==> src/rtl/pc_gen_unit.sv <==
// ============================================================================
// pc_gen_unit : fetch-stage PC generator with valid/ready issue, EX redirects
//               and an optional direct-mapped BTB (enable with PC_BTB_EN).
// Revision    : 1.0 - initial release
// ============================================================================
`default_nettype none

module pc_gen_unit #(
    parameter int               XLEN         = 32,
    parameter logic [XLEN-1:0]  RESET_VECTOR = '0,
    parameter int               BTB_ENTRIES  = 16,
    parameter int               BTB_TAG_W    = 8
) (
    input  logic            clk,
    input  logic            reset,
    input  logic            stall,
    input  logic            fetch_ready,
    output logic            fetch_valid,
    output logic [XLEN-1:0] pc,
    output logic            pred_taken,
    input  logic            redir_valid,
    input  logic [1:0]      redir_kind,
    input  logic            redir_taken,
    input  logic [XLEN-1:0] redir_src_pc,
    input  logic [XLEN-1:0] redir_imm,
    input  logic [XLEN-1:0] redir_rs1,
    output logic            misalign_err
);

    typedef enum logic [1:0] {
        BOOT  = 2'd0,
        RUN   = 2'd1,
        STALL = 2'd2,
        ERR   = 2'd3
    } state_t;

    localparam logic [1:0] KIND_BRANCH = 2'b00;
    localparam logic [1:0] KIND_JAL    = 2'b01;
    localparam logic [1:0] KIND_JALR   = 2'b10;

    state_t          state;
    state_t          state_next;
    logic [XLEN-1:0] pc_next;
    logic            pred_next;
    logic [XLEN-1:0] pc_plus4;
    logic [XLEN-1:0] next_seq;
    logic            btb_hit;
    logic            redir_fire;
    logic [XLEN-1:0] redir_target;
    logic [XLEN-1:0] jalr_sum;
    logic            target_misaligned;

    // Illegal configurations elaborate a marker block so they are easy to spot.
    generate
        if (BTB_ENTRIES < 2 || (BTB_ENTRIES & (BTB_ENTRIES - 1)) != 0 ||
            BTB_TAG_W < 1 || RESET_VECTOR[1:0] != 2'b00) begin : g_bad_config
        end
    endgenerate

    assign pc_plus4   = pc + XLEN'(4);
    assign redir_fire = redir_valid && (redir_kind != 2'b11);
    assign jalr_sum   = redir_rs1 + redir_imm;

    always_comb begin
        redir_target = redir_src_pc + XLEN'(4);
        case (redir_kind)
            KIND_BRANCH: redir_target = redir_taken ? (redir_src_pc + redir_imm)
                                                    : (redir_src_pc + XLEN'(4));
            KIND_JAL:    redir_target = redir_src_pc + redir_imm;
            KIND_JALR:   redir_target = jalr_sum & ~XLEN'(1);
            default:     redir_target = redir_src_pc + XLEN'(4);
        endcase
    end

    assign target_misaligned = redir_target[1];

`ifdef PC_BTB_EN
    localparam int IDX_W  = $clog2(BTB_ENTRIES);
    localparam int TAG_LO = IDX_W + 2;

    logic [BTB_ENTRIES-1:0] btb_valid;
    logic [BTB_TAG_W-1:0]   btb_tag    [BTB_ENTRIES];
    logic [XLEN-1:0]        btb_target [BTB_ENTRIES];

    logic [IDX_W-1:0]       pc_idx;
    logic [BTB_TAG_W-1:0]   pc_tag;
    logic [IDX_W-1:0]       src_idx;
    logic [BTB_TAG_W-1:0]   src_tag;
    logic                   src_hit;
    logic                   btb_install;
    logic                   btb_invalidate;

    assign pc_idx  = pc[IDX_W+1:2];
    assign pc_tag  = pc[TAG_LO +: BTB_TAG_W];
    assign src_idx = redir_src_pc[IDX_W+1:2];
    assign src_tag = redir_src_pc[TAG_LO +: BTB_TAG_W];

    assign btb_hit  = btb_valid[pc_idx] && (btb_tag[pc_idx] == pc_tag);
    assign src_hit  = btb_valid[src_idx] && (btb_tag[src_idx] == src_tag);
    assign next_seq = btb_hit ? btb_target[pc_idx] : pc_plus4;

    // Misaligned targets never touch the BTB; JALR targets are data dependent.
    assign btb_install    = redir_fire && !target_misaligned &&
                            ((redir_kind == KIND_BRANCH && redir_taken) ||
                             (redir_kind == KIND_JAL));
    assign btb_invalidate = redir_fire && !target_misaligned &&
                            (redir_kind == KIND_BRANCH) && !redir_taken && src_hit;

    always_ff @(posedge clk or negedge reset) begin
        if (!reset) begin
            btb_valid <= '0;
        end else if (btb_install) begin
            btb_valid[src_idx] <= 1'b1;
        end else if (btb_invalidate) begin
            btb_valid[src_idx] <= 1'b0;
        end
    end

    always_ff @(posedge clk) begin
        if (btb_install) begin
            btb_tag[src_idx]    <= src_tag;
            btb_target[src_idx] <= redir_target;
        end
    end
`else
    assign btb_hit  = 1'b0;
    assign next_seq = pc_plus4;
`endif

    always_ff @(posedge clk or negedge reset) begin
        if (!reset) begin
            state      <= BOOT;
            pc         <= RESET_VECTOR;
            pred_taken <= 1'b0;
        end else begin
            state      <= state_next;
            pc         <= pc_next;
            pred_taken <= pred_next;
        end
    end

    always_comb begin
        state_next = state;
        pc_next    = pc;
        pred_next  = pred_taken;
        if (redir_fire) begin
            pc_next    = redir_target;
            pred_next  = 1'b0;
            state_next = target_misaligned ? ERR : RUN;
        end else begin
            case (state)
                BOOT:  state_next = RUN;
                RUN: begin
                    if (stall) begin
                        state_next = STALL;
                    end else if (fetch_ready) begin
                        pc_next   = next_seq;
                        pred_next = btb_hit;
                    end
                end
                STALL: if (!stall) state_next = RUN;
                ERR:   state_next = ERR;
                default: state_next = BOOT;
            endcase
        end
    end

    assign fetch_valid  = (state == RUN);
    assign misalign_err = (state == ERR);

endmodule

`default_nettype wire

==> config.mk <==
export PLATFORM = sky130hd
export DESIGN_NAME = pc_gen_unit
export DESIGN_NICKNAME = d
export VERILOG_FILES = /design/src/rtl/pc_gen_unit.sv
export SDC_FILE = /design/constraint.sdc
export NUM_CORES = 1
export LEC_CHECK = 0
export ABC_AREA = 1
export BUFFER_PORTS_ARGS = -buffer_cell sky130_fd_sc_hd__buf_4
export CORE_MARGIN = 2
export CORE_UTILIZATION = 38
export DETAILED_ROUTE_END_ITERATION = 10
export GPL_ROUTABILITY_DRIVEN = 0
export SETUP_SLACK_MARGIN = 0.02
export SLEW_MARGIN = 20
export SYNTH_ARGS = -nofsm -noshare
export SYNTH_HDL_FRONTEND = slang
export SYNTH_SLANG_ARGS = --single-unit
export TNS_END_PERCENT = 5
==> constraint.sdc <==
create_clock -name clk -period 1.7 [get_ports clk]
set_clock_uncertainty 0.1 [all_clocks]
set_input_delay 0.17 -clock clk [delete_from_list [all_inputs] [get_ports clk]]
set_output_delay 0.17 -clock clk [all_outputs]
set_load 0.02 [all_outputs]
# Word-level counts from Yosys, hierarchy flattened
# Cells that the tools add are included.
[totals]
register_bits = 35
latchBits = 0
mem_bits_rw = 0
romBits = 0
mem_count = 0
[op_classes]
n_addsub = 4
mul = 0
div_mod_pow = 0
magnitude_cmp = 0
eq_ne = 9
n_shift = 0
n_mux = 15
bitwise = 0
reduce_logical = 7
[op_table]
columns = ["cell", "n"]
rows = [
  ["$mux 32", 5],
  ["$pmux 32 s3", 1],
  ["$add 32x3->32 const B", 2],
  ["$add 32x32->32", 2],
  ["$mux 2", 4],
  ["$pmux 2 s4", 1],
  ["$eq 2x2->1 const B", 3],
  ["$eq 2x1->1 const B", 2],
  ["$logic_not 2->1", 2],
  ["$mux 1", 4],
  ["$reduce_bool 2->1", 2],
  ["$ne 3x2->1 const B", 1],
  ["$ne 3x3->1 const B", 1],
  ["$reduce_and 3->1", 1],
  ["$ne 2x1->1 const B", 1],
  ["$ne 2x2->1 const B", 1],
  ["$reduce_and 2->1", 1],
  ["$logic_and 1x1->1", 1],
]

# Logic depth before layout (Yosys ltp)
# Gate-level depths: netlist of the first run.
[logic_depth]
depth_word = 5
mapped_depth = 17
depth_no_buf = 17

# Worst setup path before layout of the first run
# Ideal clock, no wire load.
[synth_timing]
kind = "register -> register"
startpoint = "register pc[3]"
endpoint = "register pc[26]"
arrival_ns = 1.671
required_ns = 1.487
slack_ns = -0.183
path_stages_with_launch = 13
synth_period_minus_slack_ns = 1.883
path_cell_list = "dfrtp_1 > ha_1 > nand2_1 > nor2_4 > nand4_4 > nor2_4 > nand4_4 > nor2_4 > nand2_1 > nand2_1 > nand3_1 > nand2_1 > inv_1"
[synth_between]
elab_chain_len = 5
[synth_lines]
columns = ["item", "line", "rtl"]
rows = [
  ["start, declared", "19", "output logic [XLEN-1:0] pc,"],
  ["start signal, assigned", "137", "pc <= pc_next;"],
  ["$add 32x3->32", "60", "assign pc_plus4 = pc + XLEN'(4);"],
  ["$mux 32", "156", "end else if (fetch_ready) begin"],
  ["$mux 32", "154", "if (stall) begin"],
  ["$mux 32", "151", "case (state)"],
  ["$mux 32", "146", "if (redir_fire) begin"],
]
# Every way passes these cells. The select of a mux whose other input is x is not followed.
# A chain may end at the register's enable or synchronous reset.

# Final worst setup path of the first run
[layout_timing]
startpoint = "input redir_imm[1]"
endpoint = "register pc[30]"
[layout_between]
elab_chain_len = 4
elab_cells_between_ends = 5
[layout_lines]
columns = ["item", "line", "rtl"]
rows = [
  ["start, declared", "25", "input logic [XLEN-1:0] redir_imm,"],
  ["$add 32x32->32", "67, 69", ""],
  ["$mux 32", "67", "KIND_BRANCH: redir_target = redir_taken ? (redir_src_pc + redir_imm)"],
  ["$pmux 32 s3 *", "66", "case (redir_kind)"],
  ["$mux 32 *", "146", ""],
]
# Mark *: on every way between the ends. The rest lies on a longest branch, timed or not.

==> out/metrics.cfg, run 1 <==
[clock_network]
clockRootBuffer = clkbuf_16
tritoncts = done
cts_sinks = 34
h-tree-depth = 2
cts_buffers = 5
clock_path_buffers = 2
worstSkewPairLatency_ns = 0.29
path_clk_slew_ns = 0.06

[status]
violations = setup timing
status = finished with violations

[yosys]
synth_top_area_share_pct = 27.0
synth_edf_count = 0
ys_ff_latch = 34
synth_warnings = 0
yosys.cell_types.count = 47
synth_ff_type = dfrtp_1
synth-seq-area-share_pct = 10.5
yosys-top-cells-count = 584 x nand2_1, 297 x inv_1, 157 x nand3_1
syn_nets = 1736
synth_top_cell_by_area = nand2_1
postSynthCellCount = 1567
synth_area_leaders = nand2_1 27%, inv_1 14%, dfrtp_1 10%
avgSynthCellArea_sq_um = 5.19
yosysMostFrequentCell = nand2_1
syn_area_sq_um = 8130
async_flop_share_pct = 100

[pwr]
ir_drop_uv = 403
powerDensity_nw_per_um2 = 530
power_leakage_uw = 0.00713
total_power_uw = 6660

[timing]
fin_ws_ns = -0.151
hold_violations = 0
period_minus_slack_ns = 1.85
setup_viol = 23
fin_crit_sh_pct = 109
max_freq_mhz = 540
rsz0062_at_grt = yes
slew_headroom_pct = 64.5
maxSlewViolCount = 0
worstMarginPinSlew_ns = 0.533

[drt]
drc = 0
dr_wl_met3_microns = 2410
via_count = 11600
route.antenna.remaining_nets = 0
drtIter0Drc = 860
met2_length_microns = 15900
avgRoutedWirePerCell_microns = 16.0
top_layer_used = met4
wl_met1_microns = 15400
viasPerCell = 5.10
drt_pass1_iterations = 6
finalWirelength_microns = 36500

[worst_setup_path]
critPathCaptureType = flip-flop
cp_max_fo = 4
critPathKind = in2reg
arrival_ns = 1.93
cp-start-kind = input pin
worst-endpoint-required_ns = 1.78

[placed_design]
dp_hpwl_microns = 31400
dpl-instance-area_sq_um = 11700
port_buffers = 137

[global_route]
antenna_found_initial = 0
grt_usage_pct = 32.6
grt_overflow = 0
grt_pass1_wl_microns = 57200
grt_pass1_vias = 11200
grt_max_degree = 35

[layout]
fill_cells = 2159
syn_to_final_growth_pct = 54.4
seqCellArea_sq_um = 863
num_antenna_cells = 0
fin_area_sq_um = 12500
drive_above_1_share_pct = 30.4
multiInputGateArea_sq_um = 6680
fin_nets = 2172

[die]
die-area_sq_um = 22600
die_height_microns = 150
die_x_microns = 150
placementRows = 53
ios = 139
initial_utilization_pct = 38.7
core_area_sq_um = 21000

[worst_hold_path]
min_path_type = in2reg

[run]
cap_violations = 0

-- report_power, final --
part           internal [uW]  total (uW)  switching (uW)
Sequential               975        1130             156
Clock                    583         989             405
Combinational           2020        4540            2510
-- layout by cell type, fill, tap and decap left out, types with 2 or more instances in the layout --
cell	count
o221ai_1	3
clkbuf_16	5
o211ai_1	3
nand2_2	30
nor4_2	3
a21oi_1	58
nand4_4	3
a21o_1	4
ha_1	42
nor3_2	3
dfrtp_1	24
nand3_1	135
o21ai_2	2
buf_6	2
inv_2	8
buf_12	4
nand4_1	20
nand3_4	2
buf_4	434
o21ai_1	11
nand2_1	554
nor2_2	14
xnor2_1	4
nor2_4	9
a31oi_1	2
nand3_2	23
and2_1	3
xor2_1	10
o21ai_0	32
ha_4	20
o21bai_1	9
nand3b_1	20
nor2_1	126
or2_2	13
dfrtp_2	10
inv_1	293
nor3_1	27
a21oi_2	13
nand2_4	2
-- final cells by class --
cell class / count / area share (%)
Multi-Input combinational cell: 1218 / 53.3
Inverter: 303 / 9.08
Timing Repair Buffer: 441 / 26.9
Clock buffer: 7 / 1.14
Sequential cell: 34 / 6.88
Tap cell: 275 / 2.74
Clock inverter: 1 / 0.0399
-- stage by stage --
step	cells	utilization, %	hold slack (ns)	setup WS [ns]	TNS (ns)
2_1_floorplan	1567	-	-0.226	-0.0670	-0.389
3_3_place_gp	2261	55.8	0.0722	-0.656	-12.12
3_5_place_dp	2261	55.8	0.0750	-0.676	-13.34
4_1_cts	2279	58.6	0.108	-0.193	-2.15
5_1_grt	2279	59.7	0.194	-0.297	-5.77
6_report	2279	59.7	0.141	-0.151	-1.99
-- state kept, by name, summed over array words and instances, names as in the netlist --
register	flops
pc	32
state	2
-- metal layers --
layer | vias up | GRT usage [%]
li1 | 5805 | -
met1 | 5222 | 41.2
met2 | 482 | 52.8
met3 | 125 | 2.76
met4 | 0 | 22.0
met5 | - | 0
-- logic make-up after synthesis --
logic type               count (synthesis)  share of synthesized area (%)
AND/OR/NAND/NOR                        994                           53.1
flip-flops                              34                           10.5
other                                    1                         0.0461
AO/OA/AOI/OAI                          143                           9.70
buffers and inverters                  315                           14.8
XOR/XNOR                                15                           1.71
adder cells (fa/ha/maj)                 65                           10.2
-- repair_timing --
action	4_1_cts	5_1_grt
endpoints found under the setup margin	29	29
buffers inserted	9	0
endpoints found under the hold margin	34	0
pin swaps	12	15
gates resized for setup	83	49
hold buffers	1	0
-- critical path: stages --
cell	delay, ns
buf_4	0.10
inv_1	0.06
buf_4	0.14
fa_2	0.35
inv_2	0.08
nand3_2	0.08
nand3_4	0.10
nand2_2	0.06
nand2_2	0.09
nand2_2	0.07
nand2_4	0.09
nand2_2	0.06
nand2_1	0.06
nand2_1	0.04
nand3_1	0.07
nand3_2	0.12
nand2_2	0.11
nand2_1	0.06
-- final timing paths --
path	start	end	slack [ns]	cells after the start
worst min-delay path	stall	state[1]	0.14	3
worst max register to register	pc[2]	pc[26]	-0.15	12
max in group asynchronous	reset	pc[9]	0.81	2
worst min register to register	pc[1]	pc[1]	0.40	2
worst max-delay path	redir_imm[1]	pc[30]	-0.15	18
min in group asynchronous	reset	state[0]	0.29	2
(Power assumes the default switching activity.)
==> run 2, diff against run 1 <==
--- a/config.mk
+++ b/config.mk
@@ -11,7 +11,9 @@
 export CORE_UTILIZATION = 38
 export DETAILED_ROUTE_END_ITERATION = 10
 export GPL_ROUTABILITY_DRIVEN = 0
+export HOLD_SLACK_MARGIN = 0.08
 export SETUP_SLACK_MARGIN = 0.02
+export SKIP_CTS_REPAIR_TIMING = 1
 export SLEW_MARGIN = 20
 export SYNTH_ARGS = -nofsm -noshare
 export SYNTH_HDL_FRONTEND = slang
==> run 2 against run 1 <==
The flow still finishes with violations (setup timing). Sequential share of layout area rose by 0.11 points. Combinational power fell by 3%. First-iteration DRC count rose by 2.9%. Cell count barely moved. Register-to-register slack got worse by 0.09 ns. Clock power barely moved. Via count fell by 1.1%. Clock-buffer cell count did not move. Die area did not move. Critical path type is now reg2reg. Largest power group unchanged. Highest routed layer unchanged.
==> out/metrics.cfg, run 2 (synthesis results as in run 1) <==
[global_route]
grt_max_degree = 35  ; unchanged
grt_pass1_vias = 11000  ; -2.1%
antenna_found_initial = 0  ; unchanged
grt_overflow = 0  ; unchanged
grt_pass1_wl_microns = 55900  ; -2.2%
grt_usage_pct = 31.9  ; -0.68 points

[worst_setup_path]
worst-endpoint-required_ns = 1.79  ; about the same
reg2reg_slack_ns = -0.24  ; -0.09 ns
cp-endpoint = pc[26]
arrival_ns = 2.03  ; +0.10 ns
ff2ff_path_depth = 12  ; unchanged
crit_path_start = pc[2]
rr_endpoint = pc[26]
critPathKind = reg2reg
cp_max_fo = 5  ; +1
cp-start-kind = flip-flop
r2r-start = pc[2]
critPathCaptureType = flip-flop

[clock_network]
cts_sinks = 34  ; unchanged
h-tree-depth = 2  ; unchanged
path_clk_slew_ns = 0.06  ; about the same
worstSkewPairLatency_ns = 0.29  ; about the same
clockRootBuffer = clkbuf_16
clock_path_buffers = 2  ; unchanged
cts_buffers = 5  ; unchanged
tritoncts = done

[layout]
num_antenna_cells = 0  ; unchanged
fill_cells = 2195  ; +1.7%
drive_above_1_share_pct = 29.0  ; -1.4 points
regMostFlops = pc
final_util_pct = 58.7  ; -1.0 points
syn_to_final_growth_pct = 51.6
final_cell_mix = 559 x nand2_1, 434 x buf_4, 292 x inv_1
fin_nets = 2171  ; -0.046%
fin_area_sq_um = 12300  ; -1.8%
final_common_cell = nand2_1
top_regs = pc x32, state x2
multiInputGateArea_sq_um = 6480  ; -3.1%
largest_reg_flops = 32  ; unchanged
seqCellArea_sq_um = 862  ; -0.14%

[timing]
fin_crit_sh_pct = 114  ; +5.2 points
maxSlewViolCount = 0  ; unchanged
period_minus_slack_ns = 1.94  ; +0.0878 ns
fin_ws_ns = -0.239  ; -0.0878 ns
setup_viol = 26  ; +13%
worstMarginPinSlew_ns = 0.525  ; -0.00802 ns
slew_headroom_pct = 65.0  ; +0.53 points
setup_tns_ns = -3.25  ; -1.26 ns
rsz0062_at_grt = yes
hold_violations = 0  ; unchanged
max_freq_mhz = 516  ; -4.5%

[die]
core_area_sq_um = 21000  ; unchanged
placementRows = 53  ; unchanged
die_height_microns = 150  ; unchanged
die_x_microns = 150  ; unchanged
ios = 139  ; unchanged
die-area_sq_um = 22600  ; unchanged
initial_utilization_pct = 38.7  ; unchanged

[drt]
drtIter0Drc = 885  ; +2.9%
drt_pass1_iterations = 5  ; -1
viasPerCell = 5.05  ; -1.1%
avgRoutedWirePerCell_microns = 15.8  ; -1.4%
finalWirelength_microns = 36000  ; -1.4%
route.antenna.remaining_nets = 0  ; unchanged
drc = 0  ; unchanged
via_count = 11500  ; -1.1%

[placed_design]
pre_cts_slack_ns = -0.676  ; unchanged
dp_hpwl_microns = 31400  ; unchanged
port_buffers = 137  ; unchanged
dpl-instance-area_sq_um = 11700  ; unchanged

[status]
status = finished with violations
violations = setup timing

[run]
cap_violations = 0  ; unchanged

[worst_hold_path]
min_path_type = in2reg

[pwr]
ir_drop_uv = 389  ; -3.6%
power_leakage_uw = 0.00711  ; -0.33%
powerDensity_nw_per_um2 = 530  ; about the same

-- run 2: worst max-delay path, cell delays in order, from the launching register on --
cell and delay [ns]:
dfrtp_2 0.41, ha_4 0.16, nand2_4 0.06, nor2_4 0.17
nand4_4 0.14, nor2_4 0.12, nand4_4 0.13, nor2_4 0.15
nand2_1 0.06, nand2_1 0.07, nand3_2 0.11, nand2_1 0.11
inv_1 0.04
-- run 2: final cells by class --
cell class,count,share of cell area (%)
multi-input cells,1218,52.5
repair buffers,440,27.2
inverters,303,9.24
flip-flops and latches,34,6.99
well taps,275,2.79
clock buffers,7,1.16
clock inverters,1,0.0406
-- run 2: metrics by stage --
| step | hold slack (ns) | total power, uW | instances |
|---|---|---|---|
| floorplan | -0.226 | 3180 | 1567 |
| global placement | 0.0722 | 5260 | 2261 |
| CTS | -0.229 | 6300 | 2269 |
| detailed placement | 0.0750 | 5300 | 2261 |
| global route | 0.169 | 7010 | 2278 |
| finish | 0.108 | 6540 | 2278 |
-- run 2: layer usage --
layer | vias up | GRT usage [%] | wire length (microns)
met3 | 119 | 2.30 | 2260
met1 | 5124 | 40.8 | 15400
met5 | - | 0 | 0
met2 | 468 | 52.0 | 15600
li1 | 5793 | - | -
met4 | 0 | 20.5 | 2710
-- run 2: how the worst min path moves through the flow --
stage / start / endpoint / slack, ns / cells after the start
5_1_grt: stall / state[1] / 0.17 / 3
2_1_floorplan: reset / pc[0] / -0.23 / 0
6_report: stall / state[1] / 0.11 / 3
4_1_cts: reset / state[0] / -0.23 / 1
3_5_place_dp: reset / state[0] / 0.07 / 1
3_3_place_gp: reset / state[0] / 0.07 / 1
-- run 2: report_power, final --
group,leakage (uW),internal (uW),switching (uW),total (uW)
sequential,0.000392,974,161,1130
clock,0.0000739,583,402,986
combinational,0.00664,1960,2460,4420
total,0.00711,3510,3020,6540
